**config.mk**
```make
export PLATFORM = sky130hd
export DESIGN_NAME = pe_multilayer_comp_fsm_flat
export DESIGN_NICKNAME = d
export VERILOG_FILES = /design/src/rtl/pe_multilayer_comp_fsm_if.sv /design/src/rtl/pe_multilayer_comp_fsm.sv /design/src/flat_wrapper.sv
export SDC_FILE = /design/constraint.sdc
export NUM_CORES = 1
export LEC_CHECK = 0
export CAP_MARGIN = 20
export CORE_ASPECT_RATIO = 0.7
export CORE_UTILIZATION = 35
export CTS_BUF_LIST = sky130_fd_sc_hd__clkbuf_16
export CTS_CLUSTER_DIAMETER = 120
export DETAILED_ROUTE_END_ITERATION = 10
export PLACE_DENSITY = 0.67
export REMOVE_ABC_BUFFERS = 1
export SLEW_MARGIN = 20
export SYNTH_ARGS = -nofsm -noshare
export SYNTH_HDL_FRONTEND = slang
export SYNTH_SLANG_ARGS = --single-unit
```
**constraint.sdc**
```tcl
create_clock -name clk -period 2.6 [get_ports clk]
set_clock_uncertainty 0.2 [all_clocks]
set_input_delay 0.39 -clock clk [delete_from_list [all_inputs] [get_ports clk]]
set_output_delay 0.39 -clock clk [all_outputs]
set_load 0.05 [all_outputs]
```
**src/rtl/pe_multilayer_comp_fsm_if.sv**
```systemverilog
// Queue-side and datapath-side handshake bundle of the PE computation controller.
// The controller uses the master modport; the activation queue and MAC datapath use the slave modport.
interface pe_multilayer_comp_fsm_if #(
    parameter int ADDR_W   = 16,
    parameter int DATA_W   = 16,
    parameter int ACT_NO_W = 6
);
    logic                       queue_empty;
    logic [ADDR_W+DATA_W-1:0]   act_out;
    logic                       pop_act;
    logic                       comp_ready;
    logic                       comp_en;
    logic [ADDR_W-1:0]          in_act_idx;
    logic [DATA_W-1:0]          in_act_value;
    logic [ADDR_W-1:0]          out_act_idx;
    logic [ACT_NO_W-1:0]        out_act_addr;

    modport master (
        input  queue_empty, act_out, comp_ready,
        output pop_act, comp_en, in_act_idx, in_act_value, out_act_idx, out_act_addr
    );

    modport slave (
        output queue_empty, act_out, comp_ready,
        input  pop_act, comp_en, in_act_idx, in_act_value, out_act_idx, out_act_addr
    );
endinterface

```
**src/rtl/pe_multilayer_comp_fsm.sv**
```systemverilog
// Multi-layer PE compute controller: sweeps each queued activation over all local output slots.
// Optional macro PE_COMP_STAT_EN adds saturating busy/stall cycle counters.
module pe_multilayer_comp_fsm #(
    parameter int PE_IDX   = 0,
    parameter int PE_NUM   = 64,
    parameter int ADDR_W   = 16,
    parameter int DATA_W   = 16,
    parameter int ACT_NO_W = 6,
    parameter int LAYER_W  = 4
) (
    input  logic                clk,
    input  logic                rst_n,
    input  logic                pe_start_calc_i,
    input  logic                fin_broadcast_i,
    input  logic                layer_done_i,
    input  logic [LAYER_W-1:0]  layer_no_i,
    input  logic [ACT_NO_W-1:0] out_act_no_i,
    output logic                out_act_clear_o,
    output logic                fin_comp_o,
    output logic                all_done_o,
    output logic [LAYER_W-1:0]  layer_idx_o,
`ifdef PE_COMP_STAT_EN
    output logic [31:0]         stat_busy_cycles_o,
    output logic [31:0]         stat_stall_cycles_o,
`endif
    pe_multilayer_comp_fsm_if.master bus
);
    typedef enum logic [1:0] {S_IDLE, S_PRE, S_POST, S_SYNC} state_t;

    state_t              state_q, state_d;
    logic [ACT_NO_W-1:0] slot_q, slot_d;
    logic [LAYER_W-1:0]  layer_q, layer_d;
    logic                comp_en_q, comp_en_d;
    logic [ADDR_W-1:0]   in_idx_q, in_idx_d;
    logic [DATA_W-1:0]   in_val_q, in_val_d;
    logic [ADDR_W-1:0]   out_idx_q, out_idx_d;
    logic [ACT_NO_W-1:0] out_addr_q, out_addr_d;
    logic                clear_q, clear_d;
    logic                fin_q, fin_d;
    logic                done_q, done_d;

    logic [ACT_NO_W-1:0] last_slot;
    logic [LAYER_W-1:0]  last_layer;
    logic                issuing, fire, wrap;

    // A zero count is treated as one, so the last slot/layer index is 0 in that case.
    assign last_slot  = (out_act_no_i == '0) ? '0 : out_act_no_i - ACT_NO_W'(1);
    assign last_layer = (layer_no_i == '0) ? '0 : layer_no_i - LAYER_W'(1);
    assign issuing    = (state_q == S_PRE) || (state_q == S_POST);
    assign fire       = issuing && !bus.queue_empty && bus.comp_ready;
    assign wrap       = (slot_q == last_slot);
    assign bus.pop_act = fire && wrap;

    always_comb begin
        state_d    = state_q;
        slot_d     = slot_q;
        layer_d    = layer_q;
        comp_en_d  = 1'b0;
        in_idx_d   = in_idx_q;
        in_val_d   = in_val_q;
        out_idx_d  = out_idx_q;
        out_addr_d = out_addr_q;
        clear_d    = 1'b0;
        fin_d      = 1'b0;
        done_d     = 1'b0;

        if (fire) begin
            comp_en_d  = 1'b1;
            in_idx_d   = bus.act_out[ADDR_W+DATA_W-1:DATA_W];
            in_val_d   = bus.act_out[DATA_W-1:0];
            out_idx_d  = ADDR_W'(slot_q) * ADDR_W'(PE_NUM) + ADDR_W'(PE_IDX);
            out_addr_d = slot_q;
            slot_d     = wrap ? '0 : slot_q + ACT_NO_W'(1);
        end

        case (state_q)
            S_IDLE: begin
                if (pe_start_calc_i) begin
                    state_d = S_PRE;
                    layer_d = '0;
                    slot_d  = '0;
                    clear_d = 1'b1;
                end
            end
            S_PRE: begin
                // Broadcast completion is taken once, independent of datapath backpressure.
                if (fin_broadcast_i) state_d = S_POST;
            end
            S_POST: begin
                if (bus.queue_empty) begin
                    state_d = S_SYNC;
                    fin_d   = 1'b1;
                end
            end
            S_SYNC: begin
                if (layer_done_i) begin
                    if (layer_q == last_layer) begin
                        state_d = S_IDLE;
                        done_d  = 1'b1;
                        layer_d = '0;
                    end else begin
                        state_d = S_PRE;
                        layer_d = layer_q + LAYER_W'(1);
                        slot_d  = '0;
                        clear_d = 1'b1;
                    end
                end
            end
            default: state_d = S_IDLE;
        endcase
    end

    always_ff @(posedge clk or negedge rst_n) begin
        if (!rst_n) begin
            state_q    <= S_IDLE;
            slot_q     <= '0;
            layer_q    <= '0;
            comp_en_q  <= 1'b0;
            in_idx_q   <= '0;
            in_val_q   <= '0;
            out_idx_q  <= '0;
            out_addr_q <= '0;
            clear_q    <= 1'b0;
            fin_q      <= 1'b0;
            done_q     <= 1'b0;
        end else begin
            state_q    <= state_d;
            slot_q     <= slot_d;
            layer_q    <= layer_d;
            comp_en_q  <= comp_en_d;
            in_idx_q   <= in_idx_d;
            in_val_q   <= in_val_d;
            out_idx_q  <= out_idx_d;
            out_addr_q <= out_addr_d;
            clear_q    <= clear_d;
            fin_q      <= fin_d;
            done_q     <= done_d;
        end
    end

    assign bus.comp_en      = comp_en_q;
    assign bus.in_act_idx   = in_idx_q;
    assign bus.in_act_value = in_val_q;
    assign bus.out_act_idx  = out_idx_q;
    assign bus.out_act_addr = out_addr_q;
    assign out_act_clear_o  = clear_q;
    assign fin_comp_o       = fin_q;
    assign all_done_o       = done_q;
    assign layer_idx_o      = layer_q;

`ifdef PE_COMP_STAT_EN
    logic [31:0] busy_q, stall_q;
    logic        stall;

    assign stall = issuing && !bus.queue_empty && !bus.comp_ready;

    always_ff @(posedge clk or negedge rst_n) begin
        if (!rst_n) begin
            busy_q  <= '0;
            stall_q <= '0;
        end else if (state_q == S_IDLE && pe_start_calc_i) begin
            busy_q  <= '0;
            stall_q <= '0;
        end else begin
            if (fire && busy_q != '1)   busy_q  <= busy_q + 32'd1;
            if (stall && stall_q != '1) stall_q <= stall_q + 32'd1;
        end
    end

    assign stat_busy_cycles_o  = busy_q;
    assign stat_stall_cycles_o = stall_q;
`endif
endmodule

```
**src/flat_wrapper.sv**
```systemverilog
// flat-port wrapper written by rule: the top's interface ports become plain ports
module pe_multilayer_comp_fsm_flat 
#(
    parameter int PE_IDX   = 0,
    parameter int PE_NUM   = 64,
    parameter int ADDR_W   = 16,
    parameter int DATA_W   = 16,
    parameter int ACT_NO_W = 6,
    parameter int LAYER_W  = 4
)
  (clk, rst_n, pe_start_calc_i, fin_broadcast_i, layer_done_i, layer_no_i, out_act_no_i, out_act_clear_o, fin_comp_o, all_done_o, layer_idx_o, bus_queue_empty, bus_act_out, bus_comp_ready, bus_pop_act, bus_comp_en, bus_in_act_idx, bus_in_act_value, bus_out_act_idx, bus_out_act_addr);
  pe_multilayer_comp_fsm_if #(.ADDR_W(ADDR_W), .DATA_W(DATA_W), .ACT_NO_W(ACT_NO_W)) bus_i ();
  input  logic clk;
  input  logic rst_n;
  input  logic pe_start_calc_i;
  input  logic fin_broadcast_i;
  input  logic layer_done_i;
  input  logic [LAYER_W-1:0] layer_no_i;
  input  logic [ACT_NO_W-1:0] out_act_no_i;
  output logic out_act_clear_o;
  output logic fin_comp_o;
  output logic all_done_o;
  output logic [LAYER_W-1:0] layer_idx_o;
  input wire logic [$bits(bus_i.queue_empty)-1:0] bus_queue_empty;
  input wire logic [$bits(bus_i.act_out)-1:0] bus_act_out;
  input wire logic [$bits(bus_i.comp_ready)-1:0] bus_comp_ready;
  output wire logic [$bits(bus_i.pop_act)-1:0] bus_pop_act;
  output wire logic [$bits(bus_i.comp_en)-1:0] bus_comp_en;
  output wire logic [$bits(bus_i.in_act_idx)-1:0] bus_in_act_idx;
  output wire logic [$bits(bus_i.in_act_value)-1:0] bus_in_act_value;
  output wire logic [$bits(bus_i.out_act_idx)-1:0] bus_out_act_idx;
  output wire logic [$bits(bus_i.out_act_addr)-1:0] bus_out_act_addr;
  assign bus_i.queue_empty = bus_queue_empty;
  assign bus_i.act_out = bus_act_out;
  assign bus_i.comp_ready = bus_comp_ready;
  assign bus_pop_act = bus_i.pop_act;
  assign bus_comp_en = bus_i.comp_en;
  assign bus_in_act_idx = bus_i.in_act_idx;
  assign bus_in_act_value = bus_i.in_act_value;
  assign bus_out_act_idx = bus_i.out_act_idx;
  assign bus_out_act_addr = bus_i.out_act_addr;
  pe_multilayer_comp_fsm #(.PE_IDX(PE_IDX), .PE_NUM(PE_NUM), .ADDR_W(ADDR_W), .DATA_W(DATA_W), .ACT_NO_W(ACT_NO_W), .LAYER_W(LAYER_W)) u_core (.clk(clk), .rst_n(rst_n), .pe_start_calc_i(pe_start_calc_i), .fin_broadcast_i(fin_broadcast_i), .layer_done_i(layer_done_i), .layer_no_i(layer_no_i), .out_act_no_i(out_act_no_i), .out_act_clear_o(out_act_clear_o), .fin_comp_o(fin_comp_o), .all_done_o(all_done_o), .layer_idx_o(layer_idx_o), .bus(bus_i));
endmodule
```
# After elaboration in Yosys (flattened, before gate mapping)
# Index checks and enable logic that the tools add are counted.
# word_totals
regBits	54
inputBits	49
out_inout_bits	63
word_cells	62
# classes
n_addsub	4
eq_ne	9
mux	28
n_reduce_logical	11
# op_table
operator	n
6-bit 2-to-1 mux	6
4-bit 2-to-1 mux	4
6-bit one-hot mux with 2 select lines	1
1-bit 2-to-1 mux	10
2-bit 2-to-1 mux	4
2-bit != test, second input constant	4
2-bit one-hot mux with 4 select lines	1
4-bit one-hot mux with 2 select lines	1
6-bit by 1-bit adder with 6-bit output, second input constant	1
6-bit equality test	1
6-bit zero test	1
6-bit by 1-bit subtractor with 6-bit output, second input constant	1
4-bit by 1-bit adder with 4-bit output, second input constant	1
2-bit equality test, second input constant	2
4-bit equality test	1
4-bit zero test	1
4-bit AND reduction	1
4-bit by 1-bit subtractor with 4-bit output, second input constant	1
1-bit logical AND	3
3-bit AND reduction	1
2-bit by 1-bit equality test with 1-bit output, second input constant	1
2-bit zero test	1
1-bit one-hot mux with 2 select lines	1
2-bit nonzero test	1
2 further kinds	2

# Logic depth before layout (Yosys ltp)
# Gate-level depths: netlist (run 1).
# logic_depth
depth_word	8
ltp_mapped	8
depth_no_buf	8

# Worst setup path before layout (run 1)
# No wires, ideal clock.
# synth_timing
path_kind	in2out
startpoint	in out_act_no_i[0]
endpoint	out bus_pop_act
arrival_ns	2.099
required_time_ns	2.010
setup_slack_ns	-0.089
stages	7
path_buffers	0
path_cell_list	inv_1 -> ha_1 -> or3b_4 -> or4_1 -> o211ai_1 -> nand4_2 -> nor2_4
# synth_via
elab_chain_len	4
word_cells_on_any_way	5
classes_between	1 x add/sub; 1 x eq/ne; 1 x mux; 2 x reduce/logical
# synth_lines
element	line_no	rtl
from (decl)	flat_wrapper.sv:19	input logic [ACT_NO_W-1:0] out_act_no_i;
6-bit by 1-bit subtractor with 6-bit output / 6-bit zero test (equally long branches)	pe_multilayer_comp_fsm.sv:47	assign last_slot = (out_act_no_i == '0) ? '0 : out_act_no_i - ACT_NO_W'(1);
6-bit 2-to-1 mux (*)	pe_multilayer_comp_fsm.sv:47	
6-bit equality test (*)	pe_multilayer_comp_fsm.sv:51	assign wrap = (slot_q == last_slot);
1-bit logical AND (*)	pe_multilayer_comp_fsm.sv:52	assign bus.pop_act = fire && wrap;
to (decl)	flat_wrapper.sv:27	output wire logic [$bits(bus_i.pop_act)-1:0] bus_pop_act;
# Mark *: on every way between the ends. The rest lies on a longest branch, timed or not.

# Worst setup path after layout (run 1)
# layout_timing
startpoint	in out_act_no_i[1]
endpoint	out bus_pop_act
# Same word-level chain as after synthesis.

==> out/results.ini, run 1 <==
[run_status]
outcome = complete, but fails checks
failed_checks = negative setup slack

[worst_setup_path]
critPathLaunchType = input pin
critical_path_buf_inv_count = 3
crit_family = simple AND/OR/NAND/NOR gates
timing.rr.start = u_core.state_q[0]
path_class = in2out
path_depth = 9
crit_end = bus_pop_act
r2r_end = u_core.layer_idx_o[2]
critPathArrivalTime_ns = 2.03
path_cells = buf_8 -> inv_4 -> ha_4 -> or3b_4 -> or4_4 -> o211ai_1 -> nand4_2 -> nor2_4 -> buf_12
crit_path_top_delay_cell = or4_4
cp_max_fo = 2
crit_required_ns = 2.01
worstRegToRegCells = 7
startpoint = out_act_no_i[1]
end_kind = output pin
crit_path_max_incr_delay_ns = 0.42
rrSetupSlack_ns = 0.42

[floorplanning]
initial_utilization = 0.368
ioPinCount = 112
rows = 26
coreArea_um2 = 7450
die_height_um = 76.0
die_w_um = 108
dieArea_um2 = 8200

[worst_hold_path]
hold_class = reg2reg

[clock_network]
cts-root-buf = clkbuf_16
clk_pin_slew_ns = 0.07
cts-htree-levels = 2
insertion_delay_ns = 0.28
clockBufferDepth = 2
numClockSinks = 54
cts_buffers = 5
cts_tree = built

[timing]
final_critical_path_setup_slack_ns = -0.0240
max_freq_ghz = 0.381
hold_viol = 0
rsz0062_at_grt = yes
worst_pin_slew_ns = 0.657
relSlewSlack = 0.557
final-max-slew-violation-count = 0
finalSetupTns_ns = -0.0240
finalCritPeriodShare = 1.01
finalSetupViolCount = 1
fin_crit_ns = 2.62

[global_route]
grt_pass1_vias = 2392
track_usage = 0.174
antenna_found_initial = 0
grt_max_degree = 41
grt_pass1_wl_um = 11500
overflow = 0

[logic_synthesis]
ys_seq_elements = 54
synth-warning-count = 0
synth_flop_cell = dfrtp_1
syn_area_um2 = 2740
synth_area_leader_cell = dfrtp_1
synth_edf_count = 0
yosys.area_share.xor_xnor = 0.0256
synth_compound_area_frac = 0.0940
synthCells = 317
synthArstFlopShare = 1.00
synth.yosys.seq_area_share = 0.493
synth.area.mux_share = 0.00776
synth.avg_cell_area_um2 = 8.65
synthSimpleGateAreaFrac = 0.271
synth_most_common_cell = nand2_1
synth.lib_cells_used.distinct = 49
synth_top_area_share = 0.493
synthTopCellsByArea = dfrtp_1 49%, nand2_1 17%, buf_4 4.4%, ha_1 3.2%, nor3_1 2.0%
synth_common_cells = 123 x nand2_1, 54 x dfrtp_1, 16 x buf_4
synth_top_family_by_area = simple AND/OR/NAND/NOR gates
synth_fa_ha_area_frac = 0.0319

[finish]
finalNetCount = 492
drive_gt1_frac = 0.112
final_area_um2 = 4180
stdcell_count = 535
n_antenna_cell = 0
nFillCells = 691
syn_to_final_growth_pct = 52.6

[pwr]
p_per_area_nw_per_um2 = 1120
p_leak_nw = 1.95
ir_drop_mv = 0.577

[routing]
ant_nets = 0
detail_route.wl_per_cell_um = 12.9
routed-via-count = 2537
initialDrtViolationCount = 91
drtPass1Iterations = 4
vias_per_cell = 4.74
drcViolationCount = 0
routed_wl_um = 6900

[place]
place_hpwl_um = 5120
dpl_cell_area_um2 = 3930
io_buffers = 101
gp_congestion = 0.844
numPlacedInstances = 520

[flow_run]
maxCapViolations = 0

[registers in the layout, summed over array words and instances, names as in the netlist]
signal,flops
u_core.all_done_o,1
u_core.layer_idx_o,4
u_core.bus.in_act_value,16
u_core.fin_comp_o,1
u_core.bus.comp_en,1
u_core.state_q,2
u_core.bus.out_act_addr,6
u_core.bus.in_act_idx,16
u_core.out_act_clear_o,1
u_core.slot_q,6
[worst register-to-register path, stage by stage, from the launching register on]
cell	delay, ns
dfrtp_1	0.40
inv_1	0.10
ha_1	0.25
inv_1	0.11
a2bb2oi_1	0.27
o21ai_0	0.31
a22oi_1	0.29
o41ai_1	0.12
[report_power, final]
part | total, mW | internal [mW] | switching [mW]
Combinational | 2.59 | 0.867 | 1.72
Clock | 0.755 | 0.454 | 0.301
Sequential | 1.34 | 1.14 | 0.201
Total | 4.69 | 2.46 | 2.23
[per-stage QoR]
step | utilization | setup slack (ns) | power (mW) | hold slack, ns
2_1_floorplan | - | -0.467 | 3.01 | -0.106
3_3_place_gp | 0.528 | -0.471 | 3.91 | 0.235
3_5_place_dp | 0.528 | -0.517 | 3.95 | 0.246
4_1_cts | 0.561 | -0.0770 | 4.74 | 0.279
5_1_grt | 0.561 | -0.105 | 4.98 | 0.295
6_report | 0.561 | -0.0240 | 4.69 | 0.272
[cell usage in the layout (no fill, tap or decap), types with 3 or more instances in the layout]
cell type / instances
nor2_1: 9
ha_1: 6
xnor2_1: 3
clkdlybuf4s50_1: 93
nand2_1: 123
inv_1: 12
nor2b_1: 4
nand3_1: 4
buf_4: 23
conb_1: 10
clkbuf_16: 5
o21ai_0: 4
nor3_1: 11
dfrtp_1: 54
xor2_1: 5
buf_12: 3
a21oi_1: 9
o221ai_1: 3
[layer usage]
layer | wire (um) | part of all wire | vias up | GRT usage
met5 | 0 | 0 | - | 0
met4 | 13 | 0.0019 | 0 | 0.0205
li1 | - | - | 1262 | -
met3 | 427 | 0.062 | 2 | 0.0342
met1 | 3270 | 0.47 | 1189 | 0.251
met2 | 3190 | 0.46 | 84 | 0.278
[cell families (layout without fill, tap and decap cells)]
| kind of cell | after synthesis | after routing |
|---|---|---|
| muxes | 2 | 2 |
| adders and majority gates | 7 | 7 |
| AOI/OAI and AO/OA | 37 | 37 |
| buffers and inverters | 39 | 150 |
| other | 1 | 10 |
| xor gates and xnor gates | 8 | 8 |
| DFF | 54 | 54 |
| and+or+nand+nor | 169 | 169 |
[how the worst min path moves through the flow]
| stage | start | slack (ns) | endpoint | cells past startpoint |
|---|---|---|---|---|
| 5_1_grt | u_core.bus.in_act_idx[8] | 0.30 | u_core.bus.in_act_idx[8] | 2 |
| 6_report | u_core.bus.in_act_value[9] | 0.27 | u_core.bus.in_act_value[9] | 2 |
| 2_1_floorplan | rst_n | -0.11 | u_core.all_done_o | 0 |
| 3_3_place_gp | rst_n | 0.24 | u_core.bus.in_act_idx[0] | 1 |
| 4_1_cts | u_core.bus.in_act_value[7] | 0.28 | u_core.bus.in_act_value[7] | 2 |
| 3_5_place_dp | rst_n | 0.25 | u_core.bus.in_act_idx[0] | 1 |
[layout make-up]
type,count,area (um^2),share of cell area
Tap cell,98,123,0.0293
Multi-Input combinational cell,233,1230,0.295
Inverter,15,61.3,0.0147
Clock buffer,5,125,0.0299
Clock inverter,3,45.0,0.0108
Timing Repair Buffer,127,1240,0.297
Sequential cell,54,1350,0.323
[what timing repair did]
item | 4_1_cts | 5_1_grt
hold buffers | 1 | 0
cloned | 0 | 0
hold endpoints to repair | 25 | 0
setup buffers | 6 | 0
pin swaps | 4 | 2
endpoints found under the setup margin | 6 | 1
gates resized for setup | 24 | 2
Power figures use the tool's default switching activity.
==> run 2: changes to the inputs <==
--- a/config.mk
+++ b/config.mk
@@ -6,7 +6,7 @@
 export NUM_CORES = 1
 export LEC_CHECK = 0
 export CAP_MARGIN = 20
-export CORE_ASPECT_RATIO = 0.7
+export CORE_ASPECT_RATIO = 1.4
 export CORE_UTILIZATION = 35
 export CTS_BUF_LIST = sky130_fd_sc_hd__clkbuf_16
 export CTS_CLUSTER_DIAMETER = 120
@@ -17,3 +17,4 @@
 export SYNTH_ARGS = -nofsm -noshare
 export SYNTH_HDL_FRONTEND = slang
 export SYNTH_SLANG_ARGS = --single-unit
+export TNS_END_PERCENT = 100
==> constraint.sdc (replaced) <==
create_clock -name clk -period 3.33 [get_ports clk]
set_clock_uncertainty 0.2 [all_clocks]
set_input_delay 0.4995 -clock clk [delete_from_list [all_inputs] [get_ports clk]]
set_output_delay 0.4995 -clock clk [all_outputs]
set_load 0.05 [all_outputs]
==> out/results.ini, run 2 (synthesis results as in run 1) <==
[place]
dp_slack_ns = 0.0189
place_hpwl_um = 5300
io_buffers = 101
gp_congestion = 0.798

[worst_setup_path]
r2r_end = u_core.slot_q[1]
cp_max_fo = 5
end_kind = output pin
crit_end = bus_pop_act
critPathArrivalTime_ns = 2.51
rrSetupSlack_ns = 0.80
worstRegToRegCells = 7
timing.rr.start = u_core.state_q[0]
critPathLaunchType = input pin
crit_required_ns = 2.63
startpoint = out_act_no_i[3]
path_class = in2out

[finish]
nFillCells = 682
syn_to_final_growth_pct = 46.1
layout_common_cells = 123 x nand2_1, 97 x clkdlybuf4s50_1, 54 x dfrtp_1, 13 x inv_1, 11 x nor3_1
drive_gt1_frac = 0.0687
mostFrequentLayoutCell = nand2_1
finalNetCount = 477
n_antenna_cell = 0

[routing]
ant_nets = 0
routed.top_layer = met4
wl_met1_um = 2680
detail_route.wl_per_cell_um = 13.3
drtPass1Iterations = 4
initialDrtViolationCount = 149
routed_wl_um = 6890
wl_met2_um = 3760
routed-via-count = 2479
vias_per_cell = 4.78
drcViolationCount = 0
met3_length_um = 277

[timing]
holdWs_ns = 0.277
finalSetupViolCount = 0
hold_viol = 0
finalCritPeriodShare = 0.964
relSlewSlack = 0.583
worst_pin_slew_ns = 0.618
rsz0062_at_grt = no
fin_crit_ns = 3.21
finalSetupTns_ns = 0
final-max-slew-violation-count = 0
max_freq_ghz = 0.311
final_critical_path_setup_slack_ns = 0.118

[pwr]
ir_drop_mv = 0.506
p_clk_frac = 0.144
p_per_area_nw_per_um2 = 889
p_leak_nw = 1.87
power_mw = 3.56
swShare = 0.489
p_seq_frac = 0.296
p_int_mw = 1.82
power_frac_comb = 0.560
p_switching_mw = 1.74

[floorplanning]
coreArea_um2 = 7450
dieArea_um2 = 8200
initial_utilization = 0.368
rows = 37
ioPinCount = 112
die_height_um = 107
die_w_um = 76.8

[global_route]
grt_pass1_vias = 2452
overflow = 0
grt_max_degree = 39
grt_pass1_wl_um = 11500
antenna_found_initial = 0
track_usage = 0.177

[clock_network]
cts_tree = built
postCtsSetupBuffers = 0
cts-htree-levels = 2
cts-root-buf = clkbuf_16
numClockSinks = 54
clk_pin_slew_ns = 0.07
clockBufferDepth = 2
cts_buffers = 5
insertion_delay_ns = 0.29

[run_status]
outcome = completed

[worst_hold_path]
min_from = u_core.bus.in_act_value[13]
hold_class = reg2reg

[flow_run]
maxCapViolations = 0

## run 2: layout make-up
type	instances	area, um^2	area share
flip-flops and latches	54	1350	0.338
multi-input cells	233	1220	0.306
repair buffers	112	1110	0.276
clock buffers	5	125	0.0313
well taps	97	121	0.0303
inverters	15	56.3	0.0141
clock inverters	3	20.0	0.00500
## run 2: worst min-delay path by stage
stage                                   to  slack (ns)  depth (start not counted)
3_5_place_dp             u_core.fin_comp_o        0.25                          1
3_3_place_gp             u_core.fin_comp_o        0.25                          1
2_1_floorplan            u_core.all_done_o       0.004                          0
6_report       u_core.bus.in_act_value[13]        0.28                          2
4_1_cts        u_core.bus.in_act_value[13]        0.28                          2
5_1_grt         u_core.bus.in_act_value[4]        0.30                          2
## run 2: layer usage
layer	vias to the layer above	global-route usage
met2	62	0.321
met5	-	0
li1	1227	-
met1	1180	0.201
met3	10	0.0349
met4	0	0.0728
## run 2: timing repair
item | 4_1_cts | 5_1_grt
setup endpoints to repair | 0 | 1
hold buffers | 1 | 0
resized for setup | 0 | 5
endpoints found under the hold margin | 16 | 0
## run 2: power by group through the flow
| stage | Sequential, mW | Combinational [mW] | Clock (mW) |
|---|---|---|---|
| finish | 1.05 | 1.99 | 0.514 |
| global route | 1.09 | 2.14 | 0.559 |
| CTS | 1.06 | 2.01 | 0.531 |
| detailed placement | 1.07 | 2.01 | 0 |
| global placement | 1.05 | 1.98 | 0 |
| floorplan | 1.81 | 0.536 | 0 |
## run 2: worst max-delay path, stage by stage
cell and delay, ns:
clkdlybuf4s50_1 0.50, or3b_4 0.41, or4_4 0.48, o211ai_1 0.11
nand4_2 0.17, nor2_4 0.18, buf_12 0.16
## run 2: stage by stage
stage / instances / utilization / cell area (um^2)
finish: 519 / 0.537 / 4000
detailed placement: 510 / 0.515 / 3840
CTS: 519 / 0.536 / 3990
floorplan: 302 / - / 2630
global route: 519 / 0.537 / 4000
global placement: 510 / 0.515 / 3840
